<file path="config.mk">
export PLATFORM = sky130hd
export DESIGN_NAME = game_flow_fsm
export DESIGN_NICKNAME = d
export VERILOG_FILES = /design/src/rtl/game_flow_fsm.sv
export SDC_FILE = /design/constraint.sdc
export NUM_CORES = 1
export LEC_CHECK = 0
export BUFFER_PORTS_ARGS = -buffer_cell sky130_fd_sc_hd__buf_2
export CORE_MARGIN = 2
export CORE_UTILIZATION = 40
export DETAILED_ROUTE_END_ITERATION = 8
export GPL_TIMING_DRIVEN = 0
export PLACE_DENSITY_LB_ADDON = 0.1
export SLEW_MARGIN = 10
export SYNTH_ARGS = -nofsm -noshare
export SYNTH_HDL_FRONTEND = slang
export SYNTH_SLANG_ARGS = --single-unit
export TNS_END_PERCENT = 100
</file>
<file path="constraint.sdc">
create_clock -name Clk -period 2.74 [get_ports Clk]
set_input_delay 0 -clock Clk [delete_from_list [all_inputs] [get_ports Clk]]
set_output_delay 0 -clock Clk [all_outputs]
set_load 0.05 [all_outputs]
</file>
<file path="src/rtl/game_flow_fsm.sv">
// Game flow controller: title screen, play with lives, respawn delay,
// pause toggle and a game-over screen with an input lockout.
module game_flow_fsm #(
   parameter int         LIVES       = 3,
   parameter int         KEY_W       = 24,
   parameter logic [7:0] PAUSE_KEY   = 8'h29,
   parameter int         RESPAWN_CYC = 50_000_000,
   parameter int         GO_HOLD_CYC = 25_000_000
) (
   input  logic                         Clk,
   input  logic                         Reset,
   input  logic                         player_die,
   input  logic [KEY_W-1:0]             keycode,
   output logic                         start_screen,
   output logic                         game_screen,
   output logic                         game_over,
   output logic                         paused,
   output logic                         respawning,
   output logic [$clog2(LIVES+1)-1:0]   lives_left,
   output logic                         round_start
);

   // state    | meaning
   // S_START  | title screen, waiting for a fresh key press
   // S_PLAY   | game running
   // S_RESPAWN| player hit, waiting out the respawn interval
   // S_PAUSE  | game frozen until the pause key is pressed again
   // S_END    | game over; presses ignored until lockout expires

   localparam int NSLOT = KEY_W / 8;
   localparam int TMAX  = (RESPAWN_CYC > GO_HOLD_CYC) ? RESPAWN_CYC : GO_HOLD_CYC;
   localparam int TW    = (TMAX > 1) ? $clog2(TMAX) : 1;
   localparam int LW    = $clog2(LIVES + 1);

   localparam logic [TW-1:0] RESPAWN_LOAD = TW'(RESPAWN_CYC - 1);
   localparam logic [TW-1:0] GO_LOAD      = TW'(GO_HOLD_CYC - 1);
   localparam logic [LW-1:0] LIVES_INIT   = LW'(LIVES);
   localparam logic [LW-1:0] ONE_LIFE     = LW'(1);

   typedef enum logic [2:0] {
      S_START   = 3'd0,
      S_PLAY    = 3'd1,
      S_RESPAWN = 3'd2,
      S_PAUSE   = 3'd3,
      S_END     = 3'd4
   } state_t;

   state_t          state;
   logic [TW-1:0]   timer;
   logic            any_prev;
   logic            pause_prev;
   logic            any_now;
   logic            pause_now;
   logic            press;
   logic            pause_press;

   always_comb begin
      pause_now = 1'b0;
      for (int i = 0; i < NSLOT; i++) begin
         if (keycode[i*8 +: 8] == PAUSE_KEY) pause_now = 1'b1;
      end
   end

   assign any_now     = (keycode != '0);
   assign press       = any_now & ~any_prev;
   assign pause_press = pause_now & ~pause_prev;

   // Edge detectors preset to 1 so a key held through reset needs a re-press.
   always_ff @(posedge Clk) begin
      if (Reset) begin
         state       <= S_START;
         lives_left  <= '0;
         timer       <= '0;
         round_start <= 1'b0;
         any_prev    <= 1'b1;
         pause_prev  <= 1'b1;
      end else begin
         any_prev    <= any_now;
         pause_prev  <= pause_now;
         round_start <= 1'b0;
         case (state)
            S_START: begin
               if (press) begin
                  state       <= S_PLAY;
                  lives_left  <= LIVES_INIT;
                  round_start <= 1'b1;
               end
            end
            S_PLAY: begin
               if (player_die) begin
                  if (lives_left > ONE_LIFE) begin
                     state      <= S_RESPAWN;
                     lives_left <= lives_left - ONE_LIFE;
                     timer      <= RESPAWN_LOAD;
                  end else begin
                     state      <= S_END;
                     lives_left <= '0;
                     timer      <= GO_LOAD;
                  end
               end else if (pause_press) begin
                  state <= S_PAUSE;
               end
            end
            S_RESPAWN: begin
               if (timer == '0) state <= S_PLAY;
               else             timer <= timer - 1'b1;
            end
            S_PAUSE: begin
               if (pause_press) state <= S_PLAY;
            end
            S_END: begin
               if (timer != '0) timer <= timer - 1'b1;
               else if (press)  state <= S_START;
            end
            default: state <= S_START;
         endcase
      end
   end

   assign start_screen = (state == S_START);
   assign game_screen  = (state == S_PLAY) || (state == S_RESPAWN) || (state == S_PAUSE);
   assign game_over    = (state == S_END);
   assign paused       = (state == S_PAUSE);
   assign respawning   = (state == S_RESPAWN);

endmodule
</file>
After elaboration in Yosys (flattened, before gate mapping)
Cells that the tools add are included.
{"block": "totals", "regBits": 34, "input_bits": 27, "output_inout_bits": 8, "wordCells": 64}
{"block": "op_classes", "n_addsub": 2, "n_lt_le_gt_ge": 1, "n_eq_ne": 16, "muxes": 22, "bitwise_logic": 5, "n_reduce_logical": 12}
{"op": "$mux W26", "count": 4}
{"op": "$pmux W26 S3", "count": 1}
{"op": "$logic_not A26 Y1", "count": 1}
{"op": "$reduce_bool A26 Y1", "count": 1}
{"op": "$sub A26 B1 Y26 const B", "count": 1}
{"op": "$eq A8 B6 Y1 const B", "count": 3}
{"op": "$mux W3", "count": 8}
{"op": "$reduce_bool A24 Y1", "count": 1}
{"op": "$pmux W3 S5", "count": 1}
{"op": "$ne A2 B1 Y1 const B", "count": 5}
{"op": "$eq A3 B2 Y1 const B", "count": 2}
{"op": "$mux W2", "count": 3}
{"op": "$ne A2 B2 Y1 const B", "count": 3}
{"op": "$reduce_and A6 Y1", "count": 1}
{"op": "$mux W1", "count": 4}
{"op": "$pmux W2 S2", "count": 1}
{"op": "$reduce_and A4 Y1", "count": 1}
{"op": "$eq A3 B1 Y1 const B", "count": 1}
{"op": "$eq A3 B3 Y1 const B", "count": 1}
{"op": "$logic_not A3 Y1", "count": 1}
{"op": "$ne A3 B3 Y1 const B", "count": 1}
{"op": "$not A1 Y1", "count": 3}
{"op": "$reduce_and A3 Y1", "count": 1}
{"op": "$reduce_bool A3 Y1", "count": 1}
{"op": "other kinds (6)", "count": 8}

Depth between registers and ports, before layout
Gate-level depths: netlist of the first run.
{"block": "logic_depth", "depth_word": 8, "ltp_mapped": 8, "depth_no_buf": 8}

Least setup slack after synthesis of the first run
No wires, ideal clock.
{"block": "synth_path", "kind": "register to register", "from": "register state[0]", "to": "register lives_left[0]", "arrival_ps": 2034, "slack_ps": 620, "path_stages_with_launch": 5, "n_path_buf": 1, "synth_period_minus_slack_ps": 2120, "path_cell_list": "dfxtp_1 -> buf_2 -> nor3_1 -> nand2_1 -> a211oi_1"}
{"block": "synth_between", "elab_chain_len": 3}
{"element": "start: declaration", "line": "48", "rtl": "state_t state;"}
{"element": "start signal: assignment", "line": "71", "rtl": "state <= S_START;"}
{"element": "start signal: assignment", "line": "84", "rtl": "state <= S_PLAY;"}
{"element": "start signal: assignment", "line": "92", "rtl": "state <= S_RESPAWN;"}
{"element": "$logic_not A3 Y1 *"}
{"element": "net start_screen", "line": "14", "rtl": "output logic start_screen,"}
{"element": "$ne A2 B1 Y1 (no source line) / $reduce_bool A2 Y1 (equally long branches)"}
{"element": "$reduce_and A3 Y1 (no source line)"}
{"element": "end signal: assignment", "line": "93", "rtl": "lives_left <= lives_left - ONE_LIFE;"}
{"element": "end: declaration", "line": "19", "rtl": "output logic [$clog2(LIVES+1)-1:0] lives_left,"}
The timed path passes the listed nets; every way through them passes the cells marked *.
A chain may end at the register's enable or synchronous reset.

Worst setup path after layout of the first run
{"block": "layout_path", "from": "register timer[0]", "to": "register state[2]"}
{"block": "layout_between", "elab_chain_len": 3}
{"element": "start: declaration", "line": "49", "rtl": "logic [TW-1:0] timer;"}
{"element": "start signal: assignment", "line": "106", "rtl": "else timer <= timer - 1'b1;"}
{"element": "start signal: assignment", "line": "112", "rtl": "if (timer != '0) timer <= timer - 1'b1;"}
{"element": "$logic_not A26 Y1 / $reduce_bool A26 Y1 (equally long branches)", "line": "105, 112"}
{"element": "$ne A2 B1 Y1 (no source line) / $ne A2 B2 Y1 (equally long branches)"}
{"element": "$reduce_and A6 Y1 (no source line) *"}
{"element": "end signal: assignment", "line": "105", "rtl": "if (timer == '0) state <= S_PLAY;"}
{"element": "end signal: assignment", "line": "109", "rtl": "if (pause_press) state <= S_PLAY;"}
{"element": "end signal: assignment", "line": "113", "rtl": "else if (press) state <= S_START;"}
Mark *: on every way between the ends. The rest lies on a longest branch, timed or not.

==> results of run 1 <==
[critical path, cell delays in order, from the launching register on]
cell     delay [ns]
dfxtp_1        0.33
inv_1          0.10
ha_1           0.17
nor3b_2        0.38
nand4_4        0.26
o21ai_2        0.53
o31ai_1        0.22
a21oi_1        0.18
nor2_1         0.05
[cell type report]
type / count / area [µm²]
Fill cell: 450 / 2396
Clock inverter: 1 / 5.005
Buffer: 8 / 33.78
Inverter: 7 / 26.28
Clock buffer: 7 / 86.33
Timing Repair Buffer: 37 / 200.2
Tap cell: 54 / 67.56
Multi-Input combinational cell: 182 / 1196
Sequential cell: 34 / 680.7
[synthesized netlist by cell type, types with 2 or more instances]
| library cell | instances | area share (%) |
|---|---|---|
| dfxtp_1 | 34 | 35 |
| nand2_1 | 10 | 1.9 |
| a21oi_1 | 23 | 5.9 |
| or3_1 | 6 | 1.9 |
| nor2_2 | 2 | 0.65 |
| nand4b_1 | 2 | 0.90 |
| nor3_2 | 3 | 1.6 |
| or4_1 | 4 | 1.6 |
| nand2b_1 | 2 | 0.65 |
| nand3b_1 | 2 | 0.77 |
| nor4_1 | 10 | 3.2 |
| xor2_1 | 2 | 0.90 |
| or2_1 | 2 | 0.65 |
| inv_1 | 7 | 1.4 |
| a211oi_1 | 5 | 1.9 |
| buf_2 | 3 | 0.77 |
| a31oi_1 | 3 | 0.97 |
| nor2b_1 | 2 | 0.65 |
| and2_1 | 3 | 0.97 |
| o21ai_1 | 4 | 1.0 |
| o21ai_0 | 8 | 2.1 |
| clkbuf_1 | 5 | 0.97 |
| xnor2_1 | 11 | 5.0 |
| nand3_1 | 4 | 1.0 |
| nor4_2 | 4 | 2.6 |
| o311ai_0 | 2 | 0.90 |
| nor2_1 | 27 | 5.2 |
| nor3_1 | 13 | 3.4 |
| o31ai_1 | 2 | 0.77 |
[sequential cells by signal (all words and copies together) (netlist names)]
signal	flops
round_start	1
state	3
pause_prev	1
timer	26
lives_left	2
any_prev	1
[power by group]
group / internal [mW] / switching, mW / leakage [nW]
clock network: 0.203 / 0.185 / 0.0482
logic: 0.0194 / 0.0207 / 0.573
registers: 0.495 / 0.000311 / 0.274
[through the flow]
stage / util (%) / hold slack (ns) / instance area [µm²] / setup WS (ns) / instances
3_5_place_dp: 46.35 / 0.2463 / 2175 / 0.3934 / 319
4_1_cts: 48.93 / 0.008232 / 2296 / 0.3819 / 330
5_1_grt: 48.93 / 0.02788 / 2296 / 0.1396 / 330
3_3_place_gp: 46.35 / 0.2419 / 2175 / 0.3552 / 319
6_report: 48.93 / 0.004438 / 2296 / 0.3905 / 330
2_1_floorplan: - / 0.1302 / 1937 / 0.6204 / 231
[what timing repair did]
item                      in CTS  in global routing
setup buffers                  0                  0
hold buffers                   3                  0
hold endpoints to repair       2                  0
[path summary, 6_finish.rpt]
check                           startpoint    endpoint  slack (ns)  cells after the start
worst max-delay path              timer[0]    state[2]        0.39                      8
worst min-delay path                 Reset  pause_prev       0.004                      3
worst max register to register    timer[0]    state[2]        0.39                      8
worst min register to register   timer[16]   timer[16]        0.50                      2
[cells by family (layout without fill, tap and decap cells)]
family / count (synthesis) / in the layout
adder cells (fa/ha/maj): 1 / 1
flip-flops: 34 / 34
buffers and inverters: 15 / 60
AND/OR/NAND/NOR: 110 / 110
AO/OA/AOI/OAI: 58 / 58
XOR/XNOR: 13 / 13
[routing by layer]
layer / wire, µm / track usage (%) / up-vias / share of wire, %
met1: 2437 / 28.45 / 862 / 51
met2: 2171 / 31.65 / 16 / 45
met5: 0 / 0 / - / 0
li1: - / - / 952 / -
met4: 68 / 6.667 / 0 / 1.4
met3: 123 / 4.938 / 7 / 2.6
==> results.md, run 1 <==
* Highest-count cells in the layout ignoring fill and taps: buf_2, dfxtp_1, nor2_1
* Clk pin slew, worst setup/hold paths at roughly 0.07 ns
* Dominant combinational cell family by area after synthesis: simple AND/OR/NAND/NOR gates
* Average instance area after synthesis at ~8.4 µm²
* Count of final hold-check violations at 0
* Fraction of synthesized area in multiplexers at 0%
* Num CTS Buffers at 5
* Skew-Pair Late Insertion Delay at between 0.2 and 0.3 ns
* First-pass GRT wire length at about 8500 µm
* Number of port buffers at 34
* Fraction of the yosys area taken by sequential cells at 35.14%
* Detailed-route wire length per cell at roughly 15 µm
* Accumulated negative setup slack at 0 ns
* Antenna violations before repair at 0
* H-tree levels at 2
* Detail Route Antenna Nets at 0
* Leakage power at 0.8949 nW
* Final HPWL DP at around 3500 µm
* Compound-Gate Fraction of Synth Area at 18.54%
* Worst min-delay path class: in2reg
* Worst-path maximum fanout at 10
* Setup violators final at 0
* YS warnings at 0
* Routability Congestion at around 0.8
* Global-route usage over all layers at between 20% and 30%
* Tmin final at about 2.3 ns
* Type of destination of the critical path: flip-flop
* Pin count of the biggest net entering global routing at 11
* Syn-to-layout area delta at 18.54%
* Pwr/cell area at ~400 mW/mm²
* Initial cell density of the core at about two fifths
* NumNets Final at roughly 300
* Synthesized flop and latch total at 34
* Main synth FF type: dfxtp_1
* Clk_skew at between 0.007 and 0.008 ns
* Number of distinct standard cells referenced by the synthesized netlist at 55
* Final cycle utilization of the critical path at a little under nine tenths
* Setup repair after global routing missed its margin: no
* Antenna cells at 0
* Cell count after synthesis at between 200 and 250
* Leftover overflow at the end of global routing at 0
* Overall die width at about 74 µm
* Final count of pins violating max slew at 0
* Detailed-route vias per instance at roughly 5.6
* Placeable Area at roughly 0.0047 mm²
* Run status: complete, no violations
* Via count of the first global-routing pass at approximately 1.8k
* Total standard cell area after synthesis at ~0.0019 mm²
* Net count after synthesis at roughly 260
* Die extent in y at 73.59 µm
* CTS sink cnt at 34
* Layout cells sized above 1 at 23.19%
* Total routed wirelength at between 4000 and 5000 µm
* Initial DRC count at ~160
* Critical path class: reg2reg
* Max Fclk at around 0.43 GHz
* Adder-Cell Fraction of Synth Area at 0.6460%
* Cell row count at 25
* First-pass DRT Iterations at 4
* Data arrival time of the worst path at approximately 2.5 ns
* CTS tree: built
* Via count at approximately 1.8k
* Relative max-transition margin at between 50% and 60%
* Number of flops mapped to enable cells by yosys at 0
* Final routed DRC violation total at 0
* Total power draw at ~0.92 mW
* I/O pins at 35
* Die Footprint at 0.005415 mm²
* Maximum clock insertion buffer count at 2
* Worst-case vdd ir drop at between 0.2 and 0.25 mV
* Fraction of synthesis flops using an asynchronous set or reset pin at 0%
* Max-cap violation count at 0
* Number of cells upsized or downsized after cts at 0
* Worst Path Required at between 2 and 3 ns
* Simple-gate share of the synthesized area at between 30% and 40%
* Slew at the pin closest to its max-slew limit at 0.6001 ns
* Most common cell after layout, fill and taps aside: buf_2
* Crit path launch type: flip-flop
* Clock root cell: clkbuf_8
* Xor and xnor area share after synthesis at 5.879%
Power figures use the tool's default switching activity.
==> inputs of run 2 (changes only) <==
--- a/config.mk
+++ b/config.mk
@@ -6,11 +6,14 @@
 export NUM_CORES = 1
 export LEC_CHECK = 0
 export BUFFER_PORTS_ARGS = -buffer_cell sky130_fd_sc_hd__buf_2
+export CELL_PAD_IN_SITES_DETAIL_PLACEMENT = 0
+export CELL_PAD_IN_SITES_GLOBAL_PLACEMENT = 1
 export CORE_MARGIN = 2
 export CORE_UTILIZATION = 40
 export DETAILED_ROUTE_END_ITERATION = 8
 export GPL_TIMING_DRIVEN = 0
 export PLACE_DENSITY_LB_ADDON = 0.1
+export RECOVER_POWER = 50
 export SLEW_MARGIN = 10
 export SYNTH_ARGS = -nofsm -noshare
 export SYNTH_HDL_FRONTEND = slang
==> results.md, run 2 (synthesis results as in run 1) <==
* Most common cell after layout, fill and taps aside: dfxtp_1
* I/O pins at 35
* Critical path buffers and inverters at 1
* End point of the worst hold path: pause_prev
* CTS sink cnt at 34
* CP Depth at 8
* Type of destination of the critical path: flip-flop
* Via count of the first global-routing pass at between 1.5k and 2k
* Number of port buffers at 34
* Syn-to-layout area delta at 16.02%
* Final routed DRC violation total at 0
* Final HPWL DP at 3592 µm
* Accumulated negative setup slack at 0 ns
* Max Fclk at around 0.41 GHz
* Antenna cells at 0
* Setup repair after global routing missed its margin: no
* Pin count of the biggest net entering global routing at 11
* Placeable Area at 0.004692 mm²
* Detailed-route vias per instance at about 5.8
* Initial cell density of the core at between 40% and 50%
* Final cycle utilization of the critical path at roughly 88%
* Worst min-delay path class: in2reg
* Num CTS Buffers at 5
* Initial DRC count at between 150 and 200
* Hold slack final at between 0.02 and 0.025 ns
* Reg-to-reg setup timing slack at around 0.33 ns
* Setup violators final at 0
* Peak per-stage delay on the critical path at a little over 0.6 ns
* Cell count of the worst reg-to-reg path at 8
* Clk pin slew, worst setup/hold paths at 0.07 ns
* Tmin final at between 2 and 2.5 ns
* Via count at 1894
* Worst-path maximum fanout at 10
* Layout cells sized above 1 at around 18%
* Data arrival time of the worst path at between 2 and 3 ns
* Launch point of the worst hold path: Reset
* Hold depth at 3
* Worst Path Required at roughly 2.9 ns
* Leftover overflow at the end of global routing at 0
* Critical path class: reg2reg
* Dominant delay contributor by cell family on the critical path: simple AND/OR/NAND/NOR gates
* NumNets Final at between 300 and 400
* Total routed wirelength at between 4000 and 5000 µm
* Cell row count at 25
* Max-cap violation count at 0
* Highest-count cells in the layout ignoring fill and taps: dfxtp_1, buf_2, nor2_1
* Clock root cell: clkbuf_8
* Global-route usage over all layers at about 20%
* Max reg flops at 26
* Routability Congestion at between 0.7 and 0.8
* Launch instance of the worst register-to-register path: timer[0]
* Standard cell with the maximum stage delay on the critical path: nor4b_1
* Slew at the pin closest to its max-slew limit at roughly 0.69 ns
* Critical register-to-register path endpoint: timer[20]
* Relative max-transition margin at approximately 54%
* Detail Route Antenna Nets at 0
* Die Footprint at between 0.005 and 0.006 mm²
* H-tree levels at 2
* Leakage power at 0.8316 nW
* Overall die width at 73.59 µm
* CTS tree: built
* Worst-path cell chain: inv_1 > ha_1 > nor3b_2 > nand4_4 > nor4b_1 > nor2b_1 > xnor2_1 > a21oi_1
* Run status: complete, no violations
* Pwr/cell area at ~400 mW/mm²
* Worst-case vdd ir drop at approximately 0.15 mV
* Count of final hold-check violations at 0
* First-pass GRT wire length at ~8100 µm
* Final count of pins violating max slew at 0
* Maximum clock insertion buffer count at 2
* Largest registers ranked by flip-flop count: timer x26, state x3, lives_left x2
* Clk_skew at between 0.003 and 0.004 ns
* Die extent in y at between 70 and 80 µm
* Antenna violations before repair at 0
* Crit path launch type: flip-flop
* Detailed-route wire length per cell at 15.05 µm
* First-pass DRT Iterations at 5
* Skew-Pair Late Insertion Delay at 0.28 ns
* Reg with most FFs: timer
-- run 2: cell types whose count changed in the layout (fill, tap and decap cells not counted), sizes merged --
| cell | before | now |
|---|---|---|
| buf | 37 | 28 |
| clkbuf | 12 | 21 |
| clkinv | 1 | 0 |
-- run 2: report_power, final --
group	internal, mW	switching, mW	leakage, nW	total (mW)
combinational	0.0193	0.0204	0.519	0.0397
sequential	0.495	0.000403	0.274	0.495
clock	0.175	0.178	0.0383	0.353
total	0.689	0.199	0.832	0.888
-- run 2: how the worst max path moves through the flow --
stage,startpoint,endpoint,slack [ns]
4_1_cts,timer[0],state[1],0.30
2_1_floorplan,state[0],lives_left[0],0.62
3_5_place_dp,timer[0],state[2],0.32
3_3_place_gp,timer[0],state[1],0.29
6_report,timer[0],timer[20],0.33
5_1_grt,timer[0],state[0],0.1
-- run 2: per-layer routing --
metal	vias to the layer above	wire length, µm	share of wire (%)	global-route usage (%)
li1	953	-	-	-
met3	8	284	5.7	5.350
met4	0	59	1.2	6.061
met5	-	0	0	0
met2	55	2254	46	31.05
met1	878	2354	48	25.63
-- run 2: timing repair --
action / 4_1_cts / 5_1_grt
setup buffers: 0 / 0
resized for setup: 0 / 0
hold endpoints to repair: 2 / 0
hold buffers: 3 / 0
-- run 2: worst register-to-register path, stage by stage, from the launching register on --
cell     delay (ns)
dfxtp_1        0.33
inv_1          0.10
ha_1           0.17
nor3b_2        0.38
nand4_4        0.26
nor4b_1        0.61
nor2b_1        0.23
xnor2_1        0.13
a21oi_1        0.08
-- run 2: cell type report --
type | count | area [µm²]
Inverter | 7 | 26.28
Timing Repair Buffer | 37 | 190.2
Multi-Input combinational cell | 182 | 1174
Fill cell | 470 | 2445
Buffer | 8 | 32.53
Sequential cell | 34 | 680.7
Tap cell | 54 | 67.56
Clock buffer | 7 | 76.32
-- run 2: per-stage QoR --
stage	util (%)	power, mW	instance area, µm²	instances	setup slack (ns)
2_1_floorplan	-	0.5182	1937	231	0.6204
3_3_place_gp	46.35	0.5440	2175	319	0.2879
3_5_place_dp	46.35	0.5444	2175	319	0.3239
4_1_cts	48.61	0.8968	2281	329	0.2959
5_1_grt	47.89	0.9216	2247	329	0.09803
6_report	47.89	0.8883	2247	329	0.3300
==> inputs of run 3 (changes only) <==
--- a/config.mk
+++ b/config.mk
@@ -9,7 +9,7 @@
 export CELL_PAD_IN_SITES_DETAIL_PLACEMENT = 0
 export CELL_PAD_IN_SITES_GLOBAL_PLACEMENT = 1
 export CORE_MARGIN = 2
-export CORE_UTILIZATION = 40
+export CORE_UTILIZATION = 41
 export DETAILED_ROUTE_END_ITERATION = 8
 export GPL_TIMING_DRIVEN = 0
 export PLACE_DENSITY_LB_ADDON = 0.1
==> results.md, run 3 (synthesis results as in run 1) <==
* Leftover overflow at the end of global routing at 0
* Reg with most FFs: timer
* Cell count of the worst reg-to-reg path at 8
* First-pass GRT wire length at between 8000 and 9000 µm
* Initial cell density of the core at roughly two fifths
* Accumulated negative setup slack at 0 ns
* Final count of pins violating max slew at 0
* NumNets Final at between 300 and 400
* Overall die width at slightly above 70 µm
* Setup violators final at 0
* Launch instance of the worst register-to-register path: timer[0]
* Worst-case vdd ir drop at between 0.2 and 0.3 mV
* Count of final hold-check violations at 0
* Crit path launch type: flip-flop
* Final routed DRC violation total at 0
* Largest registers ranked by flip-flop count: timer x26, state x3, lives_left x2
* Number of port buffers at 34
* Via count at between 1.5k and 2k
* Clk pin slew, worst setup/hold paths at ~0.07 ns
* Post-placement cell area at about 0.0022 mm²
* Run status: complete, no violations
* Worst Path Required at 2.90 ns
* Layout cells sized above 1 at roughly 19%
* Data arrival time of the worst path at 2.53 ns
* Critical path class: reg2reg
* Highest-count cells in the layout ignoring fill and taps: dfxtp_1, buf_2, nor2_1
* Cell area after layout at ~0.0023 mm²
* First-pass DRT Iterations at 4
* Leakage power at ~0.87 nW
* Max reg flops at 26
* Placeable Area at roughly 0.0046 mm²
* Antenna violations before repair at 0
* Detail Route Antenna Nets at 0
* Placed cell count at approximately 320
* Slew at the pin closest to its max-slew limit at around 0.73 ns
* Skew-Pair Late Insertion Delay at about 0.29 ns
* Most common cell after layout, fill and taps aside: dfxtp_1
* I/O pins at 35
* Final cycle utilization of the critical path at between 80% and 90%
* Detailed-route vias per instance at 5.627
* Max-cap violation count at 0
* Die extent in y at 72.73 µm
* Routability Congestion at between 0.7 and 0.8
* Worst Setup SP: timer[0]
* Pin count of the biggest net entering global routing at 11
* End point of the critical path: state[2]
* Detailed-route wire length per cell at about 15 µm
* Maximum clock insertion buffer count at 2
* Worst-path maximum fanout at 10
* Max Fclk at between 0.4 and 0.5 GHz
* Cell row count at 25
* CTS sink cnt at 34
* Reg-to-reg setup timing slack at between 0.3 and 0.4 ns
* Pwr/cell area at about 440 mW/mm²
* Die Footprint at approximately 0.0053 mm²
* H-tree levels at 2
* Clock root cell: clkbuf_8
* Number of fillers in the final layout at ~470
* Critical register-to-register path endpoint: state[2]
* Antenna cells at 0
* Type of destination of the critical path: flip-flop
* Worst min-delay path class: in2reg
* Via count of the first global-routing pass at ~1.8k
* Setup repair after global routing missed its margin: no
* CTS tree: built
* Final HPWL DP at ~3600 µm
* Total routed wirelength at a little under 5000 µm
* Syn-to-layout area delta at 18.54%
* Num CTS Buffers at 5
* Initial DRC count at between 100 and 150
* Global-route usage over all layers at 20.37%
* Tmin final at 2.362 ns
* Clk_skew at between 0.01 and 0.015 ns
* Relative max-transition margin at between 50% and 60%
* Post-route insts no fill at between 300 and 400
* Hold slack final at ~0.020 ns
==> run 3: cell type report <==
type | instances | area [µm²] | area share, %
Timing Repair Buffer | 38 | 200.2 | 8.719
Sequential cell | 34 | 680.7 | 29.65
Clock inverter | 1 | 30.03 | 1.308
Multi-Input combinational cell | 182 | 1176 | 51.23
Tap cell | 54 | 67.56 | 2.943
Clock buffer | 6 | 82.58 | 3.597
Buffer | 8 | 32.53 | 1.417
Inverter | 7 | 26.28 | 1.144
==> run 3: critical path, cell delays in order (launching register included) <==
cell	delay (ns)
dfxtp_1	0.32
inv_1	0.09
ha_1	0.16
nor3b_2	0.38
nand4_4	0.26
o21ai_2	0.56
o31ai_1	0.23
a21oi_1	0.19
nor2_1	0.05
==> run 3: how the worst min path moves through the flow <==
stage                     slack, ns  depth (start not counted)  startpoint   endpoint
after floorplan                0.13                          2       Reset   any_prev
after global placement         0.24                          3  keycode[1]   any_prev
after detailed placement       0.25                          3  keycode[1]   any_prev
after CTS                      0.02                          4       Reset  timer[25]
after global routing           0.06                          4       Reset  timer[25]
final                          0.02                          4       Reset  timer[25]
==> run 3: where the power goes <==
part / switching [mW] / internal [mW]
Clock: 0.181 / 0.291
Sequential: 0.000380 / 0.495
Combinational: 0.0203 / 0.0199
Total: 0.202 / 0.806
==> run 3: metrics by stage <==
stage	worst slack (ns)	power [mW]	utilization (%)
after detailed placement	0.3328	0.5441	46.97
after global placement	0.2857	0.5435	46.97
after CTS	0.3237	1.022	50.27
final	0.3783	1.007	49.59
after global routing	0.1303	1.044	49.59
after floorplan	0.6204	0.5182	-
==> run 3: what timing repair did <==
item | 4_1_cts | 5_1_grt
setup endpoints to repair | 0 | 0
resized for setup | 0 | 0
hold endpoints to repair | 2 | 0
buffers inserted | 0 | 0
hold buffers | 4 | 0
==> run 3: routing by layer <==
metal | up-vias | global-route usage [%] | part of all wire (%)
li1 | 953 | - | -
met5 | - | 0 | 0
met3 | 7 | 4.144 | 3.1
met2 | 28 | 32.73 | 47
met4 | 0 | 6.173 | 1.3
met1 | 869 | 27.58 | 48
